**src/rtl/rv_ctrl_pkg.sv**
```systemverilog
// Shared definitions for the EX-stage control-transfer sequencing logic:
// FSM state encoding, target alignment mask and reset PC.
package rv_ctrl_pkg;

  typedef enum logic [1:0] {
    ST_IDLE     = 2'd0,
    ST_REDIRECT = 2'd1,
    ST_DRAIN    = 2'd2
  } state_e;

  // Low target bits that must be zero for a word-aligned transfer.
  localparam logic [1:0]  ALIGN_MASK = 2'b11;
  localparam logic [31:0] RESET_PC   = 32'h0000_0000;

  function automatic logic is_aligned(input logic [31:0] addr);
    return (addr[1:0] & ALIGN_MASK) == 2'b00;
  endfunction

endpackage

```
**src/rtl/flush_timer.sv**
```systemverilog
// Loadable 4-bit down-counter with a zero flag; times the DRAIN phase
// that keeps IF/ID flushed after fetch accepts a redirect.
module flush_timer (
  input  logic       clk,
  input  logic       rst,
  input  logic       i_load,
  input  logic [3:0] i_load_val,
  input  logic       i_dec,
  output logic       o_zero
);

  logic [3:0] r_cnt;

  // Load has priority; decrement saturates at zero.
  always_ff @(posedge clk) begin
    // NOTE: sequential state uses non-blocking assignments so every register
    // samples pre-edge values, independent of statement order.
    if (rst) begin
      r_cnt <= 4'd0;
    end else if (i_load) begin
      r_cnt <= i_load_val;
    end else if (i_dec && (r_cnt != 4'd0)) begin
      r_cnt <= r_cnt - 4'd1;
    end
  end

  assign o_zero = (r_cnt == 4'd0);

endmodule

```
**src/rtl/jump_redirect_ctrl.sv**
```systemverilog
// Sequencing controller for JAL/JALR/taken branches resolved in EX.
// Latches the target, runs a valid/ready redirect handshake with fetch,
// flushes the wrong-path pipeline registers, stalls EX until the new path
// is established, and diverts misaligned targets to a one-cycle exception.
module jump_redirect_ctrl
  import rv_ctrl_pkg::*;
#(
  parameter int unsigned FLUSH_CYCLES = 2,
  parameter int unsigned CNT_W        = 16
) (
  input  logic             clk,
  input  logic             rst,
  input  logic             i_ex_valid,
  input  logic             i_ex_jump,
  input  logic             i_ex_branch,
  input  logic             i_ex_taken,
  input  logic [31:0]      i_ex_target,
  input  logic             i_redirect_ready,
  output logic             o_redirect_valid,
  output logic [31:0]      o_redirect_pc,
  output logic             o_flush_if_id,
  output logic             o_flush_id_ex,
  output logic             o_stall_ex,
  output logic             o_misalign_exc,
  output logic [31:0]      o_misalign_addr,
  output logic [CNT_W-1:0] o_taken_count
);

  // A zero-length drain skips the DRAIN state entirely.
  localparam logic       DRAIN_EN   = (FLUSH_CYCLES != 0);
  localparam logic [3:0] DRAIN_LOAD = (FLUSH_CYCLES == 0) ? 4'd0 : 4'(FLUSH_CYCLES - 1);

  state_e            r_state;
  logic              r_redirect_valid;
  logic [31:0]       r_redirect_pc;
  logic              r_flush_if_id;
  logic              r_flush_id_ex;
  logic              r_stall_ex;
  logic              r_misalign_exc;
  logic [31:0]       r_misalign_addr;
  logic [CNT_W-1:0]  r_taken_count;

  logic w_trigger;
  logic w_aligned;
  logic w_accept;
  logic w_drain_done;

  assign w_trigger = i_ex_valid & (i_ex_jump | (i_ex_branch & i_ex_taken));
  assign w_aligned = is_aligned(i_ex_target);
  assign w_accept  = (r_state == ST_REDIRECT) & i_redirect_ready;

  flush_timer u_flush_timer (
    .clk        (clk),
    .rst        (rst),
    .i_load     (w_accept),
    .i_load_val (DRAIN_LOAD),
    .i_dec      (r_state == ST_DRAIN),
    .o_zero     (w_drain_done)
  );

  // Redirect FSM; outputs are registered alongside the state they belong to.
  always_ff @(posedge clk) begin
    if (rst) begin
      r_state          <= ST_IDLE;
      r_redirect_valid <= 1'b0;
      r_redirect_pc    <= RESET_PC;
      r_flush_if_id    <= 1'b0;
      r_flush_id_ex    <= 1'b0;
      r_stall_ex       <= 1'b0;
      r_misalign_exc   <= 1'b0;
      r_misalign_addr  <= 32'h0;
      r_taken_count    <= '0;
    end else begin
      // Exception is a single-cycle pulse unless re-armed below.
      r_misalign_exc <= 1'b0;
      case (r_state)
        ST_IDLE: begin
          if (w_trigger) begin
            if (w_aligned) begin
              r_state          <= ST_REDIRECT;
              r_redirect_pc    <= i_ex_target;
              r_redirect_valid <= 1'b1;
              r_flush_if_id    <= 1'b1;
              r_flush_id_ex    <= 1'b1;
              r_stall_ex       <= 1'b1;
            end else begin
              // The trap unit owns the flush for a misaligned transfer.
              r_misalign_exc  <= 1'b1;
              r_misalign_addr <= i_ex_target;
            end
          end
        end
        ST_REDIRECT: begin
          if (i_redirect_ready) begin
            r_taken_count    <= r_taken_count + CNT_W'(1);
            r_redirect_valid <= 1'b0;
            r_flush_id_ex    <= 1'b0;
            r_flush_if_id    <= DRAIN_EN;
            r_stall_ex       <= DRAIN_EN;
            r_state          <= DRAIN_EN ? ST_DRAIN : ST_IDLE;
          end
        end
        ST_DRAIN: begin
          if (w_drain_done) begin
            r_state       <= ST_IDLE;
            r_flush_if_id <= 1'b0;
            r_stall_ex    <= 1'b0;
          end
        end
        default: begin
          r_state          <= ST_IDLE;
          r_redirect_valid <= 1'b0;
          r_flush_if_id    <= 1'b0;
          r_flush_id_ex    <= 1'b0;
          r_stall_ex       <= 1'b0;
        end
      endcase
    end
  end

  assign o_redirect_valid = r_redirect_valid;
  assign o_redirect_pc    = r_redirect_pc;
  assign o_flush_if_id    = r_flush_if_id;
  assign o_flush_id_ex    = r_flush_id_ex;
  assign o_stall_ex       = r_stall_ex;
  assign o_misalign_exc   = r_misalign_exc;
  assign o_misalign_addr  = r_misalign_addr;
  assign o_taken_count    = r_taken_count;

endmodule

```
**config.mk**
```make
export PLATFORM = sky130hd
export DESIGN_NAME = jump_redirect_ctrl
export DESIGN_NICKNAME = d
export VERILOG_FILES = /design/src/rtl/rv_ctrl_pkg.sv /design/src/rtl/flush_timer.sv /design/src/rtl/jump_redirect_ctrl.sv
export SDC_FILE = /design/constraint.sdc
export NUM_CORES = 1
export LEC_CHECK = 0
export ABC_AREA = 1
export BUFFER_PORTS_ARGS = -buffer_cell sky130_fd_sc_hd__buf_2
export CORE_MARGIN = 2
export CORE_UTILIZATION = 50
export DETAILED_ROUTE_END_ITERATION = 16
export MAX_ROUTING_LAYER = met4
export PLACE_DENSITY = 0.76
export SYNTH_ARGS = -nofsm -noshare
export SYNTH_HDL_FRONTEND = slang
export SYNTH_SLANG_ARGS = --single-unit
```
**constraint.sdc**
```tcl
create_clock -name clk -period 1.55 [get_ports clk]
set_input_delay 0.155 -clock clk [delete_from_list [all_inputs] [get_ports clk]]
set_output_delay 0.155 -clock clk [all_outputs]
set_load 0.03 [all_outputs]
```
==> results of run 1 <==
[how the worst max path moves through the flow]
stage,from,end,slack (ns),cells after the start
3_3_place_gp,r_state[0],o_misalign_addr[0],0.17,6
4_1_cts,r_state[0],o_misalign_addr[1],0.07,6
2_1_floorplan,o_taken_count[1],o_taken_count[8],0.08,6
3_5_place_dp,r_state[0],o_misalign_addr[1],0.07,6
6_report,r_state[1],o_misalign_addr[18],0.16,6
5_1_grt,r_state[1],o_misalign_addr[6],0.03,6
[layout make-up]
| cell class | count | area, um2 |
|---|---|---|
| Inverter | 33 | 126 |
| Tap cell | 96 | 120 |
| Clock inverter | 6 | 42.5 |
| Timing Repair Buffer | 131 | 688 |
| Sequential cell | 89 | 1780 |
| Fill cell | 640 | 2450 |
| Clock buffer | 10 | 138 |
| Multi-Input combinational cell | 319 | 1520 |
[synth_stat cells (all sizes together), types with 2 or more instances]
cell type,number
dfxtp,89
nand4,5
ha,2
nand2,83
o21ai,37
xor2,2
a21oi,47
nor2,92
nand3,45
inv,33
buf,18
o21a,2
clkbuf,8
[kinds of logic after synthesis]
family | Yosys count
AOI/OAI and AO/OA | 88
DFF | 89
adders and majority gates | 2
and+or+nand+nor | 227
buffers and inverters | 59
xor gates and xnor gates | 2
[per-stage QoR]
stage	hold slack, ns	util	power [mW]	area (um2)
floorplan	0.290	-	2.90	3600
global placement	0.400	0.616	3.10	4230
detailed placement	0.403	0.616	3.11	4230
CTS	0.0201	0.642	4.55	4410
global route	0.0314	0.643	4.71	4410
finish	0.0349	0.643	4.53	4410
[registers in the layout, summed over array words and instances (netlist names)]
register / flops
o_misalign_addr: 32
o_misalign_exc: 1
o_redirect_pc: 32
o_taken_count: 16
o_flush_id_ex: 1
r_state: 2
o_stall_ex: 1
u_flush_timer.r_cnt: 4
[routing by layer]
layer | GRT usage | wire [um] | up-vias
li1 | - | - | 1736
met1 | 0.295 | 3860 | 1614
met2 | 0.396 | 4360 | 118
met3 | 0.0541 | 656 | 12
met4 | 0.0950 | 146 | 0
met5 | - | 0 | -
[what timing repair did]
action,in CTS,in global routing
endpoints found under the hold margin,0,0
resized for setup,0,2
hold buffers,0,0
endpoints found under the setup margin,0,25
[critical path, delay by kind of cell (launching register included)]
kind            cells  cell delay [ns]
simple gates        3             0.41
flops               1             0.37
buf+inv             1             0.31
compound gates      2             0.22
[where the power goes]
part | switching (mW) | leakage (nW) | internal (mW)
registers | 0.0477 | 0.724 | 2.38
clock network | 0.843 | 0.0887 | 0.629
logic | 0.450 | 1.29 | 0.184
==> impl_metrics.env, run 1 <==
export IMPL_ff2ff_setup_slack_ns=0.16
export IMPL_boundaryPins=124
export IMPL_synth_xor_area_frac=0.00486
export IMPL_setup_worst_path_start_class="flop"
export IMPL_cts_root_buf="clkbuf_8"
export IMPL_clock_sinks=89
export IMPL_cts_tree="yes"
export IMPL_drcViolationCount=0
export IMPL_status="complete, no violations"
export IMPL_synth_top_family_by_area="simple AND/OR/NAND/NOR gates"
export IMPL_end_kind="flop"
export IMPL_coreArea_um2=6870
export IMPL_finish_net_count=624
export IMPL_synth_largest_area_cell="dfxtp_1"
export IMPL_grt_pass1_vias=3238
export IMPL_max_stage_delay_ns=0.37
export IMPL_dieHeight_um=88.9
export IMPL_io_buffers=123
export IMPL_r2r_start="r_state[1]"
export IMPL_final_common_cell="buf_2"
export IMPL_synthAdderAreaFrac=0.00695
export IMPL_slew_viol_final=0
export IMPL_place_inst=668
export IMPL_yosysWarningCount=0
export IMPL_cp_common_cell="nor2_4"
export IMPL_clk_pin_slew_ns=0.09
export IMPL_holdPathEnd="o_misalign_addr[13]"
export IMPL_period_share=0.896
export IMPL_cts_inserted_buffers=9
export IMPL_viasPerCell=5.09
export IMPL_area_growth_pct=22.5
export IMPL_ant_nets=0
export IMPL_cp_max_fo=30
export IMPL_hold_viol_final=0
export IMPL_leakage_nw=2.10
export IMPL_die_area_um2=7900
export IMPL_muxShareOfSynthArea=0
export IMPL_dp_slack_ns=0.0732
export IMPL_crit_path_top_delay_cell="dfxtp_1"
export IMPL_hpwlAfterDp_mm=6.31
export IMPL_vdd_drop_max_v=0.000617
export IMPL_clock_fmax_ghz=0.720
export IMPL_drt_iter0_markers=142
export IMPL_antenna_found_initial=0
export IMPL_cts_setup_buffers=0
export IMPL_synth_edff_count=0
export IMPL_grtUsageTotal=0.244
export IMPL_drive_gt1_frac=0.287
export IMPL_grt_max_degree=36
export IMPL_vias=3480
export IMPL_routed_wl_mm=9.02
export IMPL_rsz0062_at_grt="false"
export IMPL_synth_nets=508
export IMPL_wl_per_cell_um=13.2
export IMPL_ctsHtreeMaxLevel=3
export IMPL_synthesis_area_um2=3600
export IMPL_gr_total_overflow=0
export IMPL_setup_viol=0
export IMPL_critical_path_required_ns=1.84
export IMPL_clkLatencyLatePin_ns=0.36
export IMPL_firstDrtPassIters=4
export IMPL_ys_ff_latch=89
export IMPL_ys_seq_area_frac=0.495
export IMPL_synthArstFlopShare=0
export IMPL_maxSlewHeadroom=0.740
export IMPL_start_util=0.524
export IMPL_stdcell_count=684
export IMPL_cap_violations=0
export IMPL_synth_area_per_cell_um2=7.71
export IMPL_r2r_end="o_misalign_addr[18]"
export IMPL_setup_ws_ns=0.161
export IMPL_grt_pass1_wl_mm=14.6
export IMPL_crit_arrival_ns=1.68
export IMPL_netlist_area_leader_share=0.495
export IMPL_path_class="reg2reg"
export IMPL_die_x_um=88.9
export IMPL_fin_skew_ns=0.00466
export IMPL_num_antenna_cells=0
export IMPL_final_cell_mix="buf_2, dfxtp_1, nor2_1"
export IMPL_synth_simple_gate_area_frac=0.282
export IMPL_ys_top_cells_by_area="dfxtp_1, nor2_1, nand2_1, a21oi_1, nand3_1"
export IMPL_hold_start="i_ex_target[13]"
export IMPL_period_needed_ns=1.39
export IMPL_hold_class="in2reg"
export IMPL_ys_flop_type="dfxtp_1"
export IMPL_synth_compound_area_frac=0.127
export IMPL_p_per_area_nw_per_um2=1030
export IMPL_worstMarginPinSlew_ns=0.390
export IMPL_num_rows=30
export IMPL_cts_path_max_buffers=2
export IMPL_rr_worst_depth=6
export IMPL_gp_congestion=0.855
export IMPL_syn_inst=467
export IMPL_finalSetupTns_ns=0
export IMPL_synthDistinctLibCells=31
export IMPL_crit_chain="nor2_4 -> o21ai_2 -> nor2_4 -> buf_4 -> o21ai_0 -> nor2_1"
export IMPL_hold_path_cell_count=3
Power figures use the tool's default switching activity.
==> inputs of run 2 (changes only) <==
CORE_MARGIN = 4   (was 2)
HOLD_SLACK_MARGIN = 0.06   (was not set)
clock period = 1.5 ns   (was 1.55 ns; I/O delays follow)
==> run 2 against run 1 <==
Effect of this change: maximum frequency up 1.2%; total power up 8.3%; core utilization up 4.4 points; clock-buffer cell count down 1; via count up 3.6%; critical endpoint is now o_redirect_pc[5]; largest cell class unchanged.
==> impl_metrics.env, run 2 (synthesized netlist as in run 1, its figures left out) <==
export IMPL_status="complete, no violations"
export IMPL_p_per_area_nw_per_um2=1030
export IMPL_finish_net_count=653
export IMPL_boundaryPins=124
export IMPL_clock_fmax_ghz=0.729
export IMPL_fin_skew_ns=0.0113
export IMPL_vias=3607
export IMPL_crit_chain="nor2_4 -> inv_2 -> nor2_4 -> nand2_4 -> nand2_1 -> a21oi_1"
export IMPL_io_buffers=123
export IMPL_dieHeight_um=92.9
export IMPL_cts_path_max_buffers=2
export IMPL_setup_worst_path_start_class="flop"
export IMPL_coreArea_um2=6910
export IMPL_clk_pin_slew_ns=0.09
export IMPL_num_rows=30
export IMPL_rr_worst_depth=6
export IMPL_holdPathEnd="o_misalign_addr[0]"
export IMPL_cts_root_buf="clkbuf_8"
export IMPL_viasPerCell=5.06
export IMPL_crit_path_top_delay_cell="dfxtp_1"
export IMPL_grt_pass1_wl_mm=16.1
export IMPL_cp_max_fo=33
export IMPL_worstMarginPinSlew_ns=0.387
export IMPL_path_class="reg2reg"
export IMPL_cts_setup_buffers=0
export IMPL_ff2ff_setup_slack_ns=0.13
export IMPL_place_inst=667
export IMPL_leakage_nw=2.24
export IMPL_wl_per_cell_um=13.9
export IMPL_r2r_start="r_state[1]"
export IMPL_drt_iter0_markers=177
export IMPL_hold_path_cell_count=3
export IMPL_clock_sinks=89
export IMPL_routed_wl_mm=9.93
export IMPL_hold_viol_final=0
export IMPL_final_common_cell="buf_2"
export IMPL_cp_common_cell="nor2_4"
export IMPL_cts_inserted_buffers=9
export IMPL_maxSlewHeadroom=0.742
export IMPL_end_kind="flop"
export IMPL_antenna_found_initial=0
export IMPL_rsz0062_at_grt="false"
export IMPL_critical_path_required_ns=1.74
export IMPL_start_util=0.522
export IMPL_hpwlAfterDp_mm=6.51
export IMPL_final_cell_mix="buf_2, dfxtp_1, nor2_1"
export IMPL_ctsHtreeMaxLevel=3
export IMPL_period_share=0.915
export IMPL_drive_gt1_frac=0.272
export IMPL_cts_tree="yes"
export IMPL_gr_total_overflow=0
export IMPL_vdd_drop_max_v=0.000944
export IMPL_max_stage_delay_ns=0.38
export IMPL_gp_congestion=0.812
export IMPL_hold_start="i_ex_target[0]"
export IMPL_stdcell_count=713
export IMPL_period_needed_ns=1.37
export IMPL_firstDrtPassIters=4
export IMPL_r2r_end="o_redirect_pc[5]"
export IMPL_hold_class="in2reg"
export IMPL_area_growth_pct=31.7
export IMPL_drcViolationCount=0
export IMPL_grt_pass1_vias=3512
export IMPL_die_area_um2=8630
export IMPL_grtUsageTotal=0.241
export IMPL_finalSetupTns_ns=0
export IMPL_slew_viol_final=0
export IMPL_dp_slack_ns=0.0634
export IMPL_clkLatencyLatePin_ns=0.36
export IMPL_grt_max_degree=34
export IMPL_cap_violations=0
export IMPL_crit_arrival_ns=1.61
export IMPL_setup_viol=0
export IMPL_ant_nets=0
export IMPL_setup_ws_ns=0.128
export IMPL_num_antenna_cells=0
export IMPL_die_x_um=92.9
==> run 2: how the worst max path moves through the flow <==
stage | end | start | slack, ns
after floorplan | o_taken_count[8] | o_taken_count[1] | 0.03
after detailed placement | o_misalign_addr[1] | r_state[0] | 0.06
final | o_redirect_pc[5] | r_state[1] | 0.13
after global routing | o_taken_count[6] | o_taken_count[1] | 0.02
after global placement | o_misalign_addr[0] | r_state[0] | 0.12
after CTS | o_misalign_addr[1] | r_state[0] | 0.05
==> run 2: report_power, final <==
part / leakage, nW / internal, mW / total, mW / switching (mW)
registers: 0.724 / 2.46 / 2.51 / 0.0496
logic: 1.41 / 0.245 / 0.727 / 0.482
clock network: 0.100 / 0.784 / 1.67 / 0.891
total: 2.24 / 3.49 / 4.91 / 1.42
==> run 2: metal layers <==
metal / up-vias / part of all wire / wire length, um / global-route usage
met5: - / 0 / 0 / -
met4: 0 / 0.022 / 216 / 0.0818
met3: 24 / 0.076 / 753 / 0.0747
met2: 131 / 0.48 / 4780 / 0.392
met1: 1659 / 0.42 / 4170 / 0.282
li1: 1793 / - / - / -
==> run 2: worst max-delay path, delay by kind of cell, from the launching register on <==
family / cells / cell delay, ns
AND/OR/NAND/NOR: 4 / 0.73
flip-flops: 1 / 0.38
AO/OA/AOI/OAI: 1 / 0.09
buffers and inverters: 1 / 0.05
==> run 2: cell type report <==
type	instances	area, um2
clock inverter	7	77.6
tap	96	120
fill	611	2160
clock buffer	9	124
sequential	89	1780
timing repair buffer	160	997
inverter	33	126
multi-input combinational	319	1520
==> run 2: what timing repair did <==
action | in CTS | in global routing
gates resized for setup | 0 | 3
endpoints found under the hold margin | 51 | 0
setup endpoints to repair | 0 | 18
hold buffers | 30 | 0
==> run 2: per-stage QoR <==
stage	area, um2	power, mW	hold slack, ns	util
6_report	4740	4.91	0.0772	0.687
5_1_grt	4740	5.11	0.0712	0.687
4_1_cts	4740	4.94	0.0648	0.686
3_5_place_dp	4240	3.21	0.401	0.613
3_3_place_gp	4240	3.20	0.391	0.613
2_1_floorplan	3600	3.00	0.285	-
==> inputs of run 3 (changes only) <==
BUFFER_PORTS_ARGS = not set   (was -buffer_cell sky130_fd_sc_hd__buf_2)
CORE_UTILIZATION = 62   (was 50)
DONT_BUFFER_PORTS = 1   (was not set)
PLACE_DENSITY = 0.74   (was 0.76)
==> run 3 against run 2 <==
Effect of this change: sequential share of layout area increased by 4.2 points; clock power is 7% higher; total power fell by 0.18%; clock skew decreased by 0.0011 ns; global-route usage increased by 2.7 points; flip-flop and latch count unchanged; largest power group unchanged.
==> impl_metrics.env, run 3 (synthesized netlist as in run 1, its figures left out) <==
export IMPL_num_rows=27
export IMPL_grt_pass1_vias=3061
export IMPL_final_area_um2=4270
export IMPL_routed_wl_mm=9.27
export IMPL_placed_cell_area_um2=3690
export IMPL_vias=3293
export IMPL_finish_net_count=551
export IMPL_gr_total_overflow=0
export IMPL_final_common_cell="dfxtp_1"
export IMPL_ctsHtreeMaxLevel=3
export IMPL_clock_sinks=89
export IMPL_clkLatencyLatePin_ns=0.35
export IMPL_crit_chain="nor2_4 -> o21ai_2 -> nor2_4 -> buf_6 -> o21ai_0 -> nor2_1"
export IMPL_period_needed_ns=1.37
export IMPL_gp_congestion=0.830
export IMPL_stdcell_count=586
export IMPL_critical_path_required_ns=1.78
export IMPL_die_area_um2=7090
export IMPL_hold_path_cell_count=2
export IMPL_dieHeight_um=84.2
export IMPL_die_x_um=84.2
export IMPL_max_stage_delay_ns=0.39
export IMPL_end_kind="flop"
export IMPL_drive_gt1_frac=0.125
export IMPL_path_class="reg2reg"
export IMPL_clock_fmax_ghz=0.728
export IMPL_place_inst=537
export IMPL_setup_worst_path_start_class="flop"
export IMPL_hold_ws_ns=0.0671
export IMPL_wl_per_cell_um=15.8
export IMPL_coreArea_um2=5570
export IMPL_p_per_area_nw_per_um2=1150
export IMPL_final_cell_mix="dfxtp_1, nor2_1, nand2_1"
export IMPL_drt_iter0_markers=200
export IMPL_finalSetupTns_ns=0
export IMPL_viasPerCell=5.62
export IMPL_grt_max_degree=43
export IMPL_drcViolationCount=0
export IMPL_cap_violations=0
export IMPL_setup_viol=0
export IMPL_vdd_drop_max_v=0.000749
export IMPL_cts_tree="yes"
export IMPL_slew_viol_final=0
export IMPL_boundaryPins=124
export IMPL_fin_skew_ns=0.0103
export IMPL_io_buffers=0
export IMPL_hpwlAfterDp_mm=6.01
export IMPL_num_antenna_cells=0
export IMPL_leakage_nw=1.74
export IMPL_crit_path_top_delay_cell="dfxtp_1"
export IMPL_crit_arrival_ns=1.65
export IMPL_rsz0062_at_grt="false"
export IMPL_grtUsageTotal=0.267
export IMPL_firstDrtPassIters=5
export IMPL_start_util=0.646
export IMPL_worstMarginPinSlew_ns=0.489
export IMPL_rr_worst_depth=6
export IMPL_maxSlewHeadroom=0.673
export IMPL_cp_max_fo=30
export IMPL_cts_root_buf="clkbuf_8"
export IMPL_status="complete, no violations"
export IMPL_area_growth_pct=18.5
export IMPL_ant_nets=0
export IMPL_cts_path_max_buffers=2
export IMPL_grt_pass1_wl_mm=15.1
export IMPL_period_share=0.915
export IMPL_antenna_found_initial=0
export IMPL_cp_common_cell="nor2_4"
export IMPL_hold_viol_final=0
export IMPL_clk_pin_slew_ns=0.08
export IMPL_hold_class="in2reg"
export IMPL_cts_inserted_buffers=9
==> run 3: worst max-delay path, delay by kind of cell (launching register included) <==
| family | cells | cell delay, ns |
|---|---|---|
| buffers and inverters | 1 | 0.24 |
| DFF | 1 | 0.39 |
| and+or+nand+nor | 3 | 0.43 |
| AOI/OAI and AO/OA | 2 | 0.21 |
==> run 3: layer usage <==
metal  part of all wire  up-vias  global-route usage  routed length [um]
met1               0.40     1536               0.332                3710
met5                  0        -                   -                   0
met4              0.024        0               0.110                 227
met2               0.49      140               0.424                4590
li1                   -     1595                   -                   -
met3              0.081       22              0.0559                 748
==> run 3: final timing paths <==
path              slack, ns                endpoint              startpoint
hold / removal         0.07        o_taken_count[0]        i_redirect_ready
setup reg to reg       0.13     o_misalign_addr[22]              r_state[0]
hold reg to reg        0.49  u_flush_timer.r_cnt[3]  u_flush_timer.r_cnt[3]
setup / recovery       0.13     o_misalign_addr[22]              r_state[0]
==> run 3: stage by stage <==
step           power, mW   util  setup WS, ns
2_1_floorplan       3.00      -        0.0270
3_5_place_dp        3.04  0.663        0.0370
3_3_place_gp        3.03  0.663         0.109
6_report            4.90  0.766         0.127
5_1_grt             5.09  0.766       0.00892
4_1_cts             4.91  0.764        0.0160
==> run 3: cell type report <==
type / instances / area, um2
Sequential cell: 89 / 1780
Timing Repair Buffer: 58 / 534
Inverter: 33 / 126
Tap cell: 72 / 90.1
Multi-Input combinational cell: 319 / 1520
Clock inverter: 6 / 92.6
Clock buffer: 9 / 124
Fill cell: 420 / 1310
==> run 3: power by group <==
group | leakage (nW) | switching (mW) | internal, mW
Combinational | 0.912 | 0.246 | 0.158
Clock | 0.107 | 0.852 | 0.941
Sequential | 0.725 | 0.245 | 2.46
==> run 3: what timing repair did <==
action | CTS | global route
setup buffers | 0 | 0
setup endpoints to repair | 0 | 35
gates resized for setup | 0 | 5
hold endpoints to repair | 72 | 0
hold buffers | 34 | 0
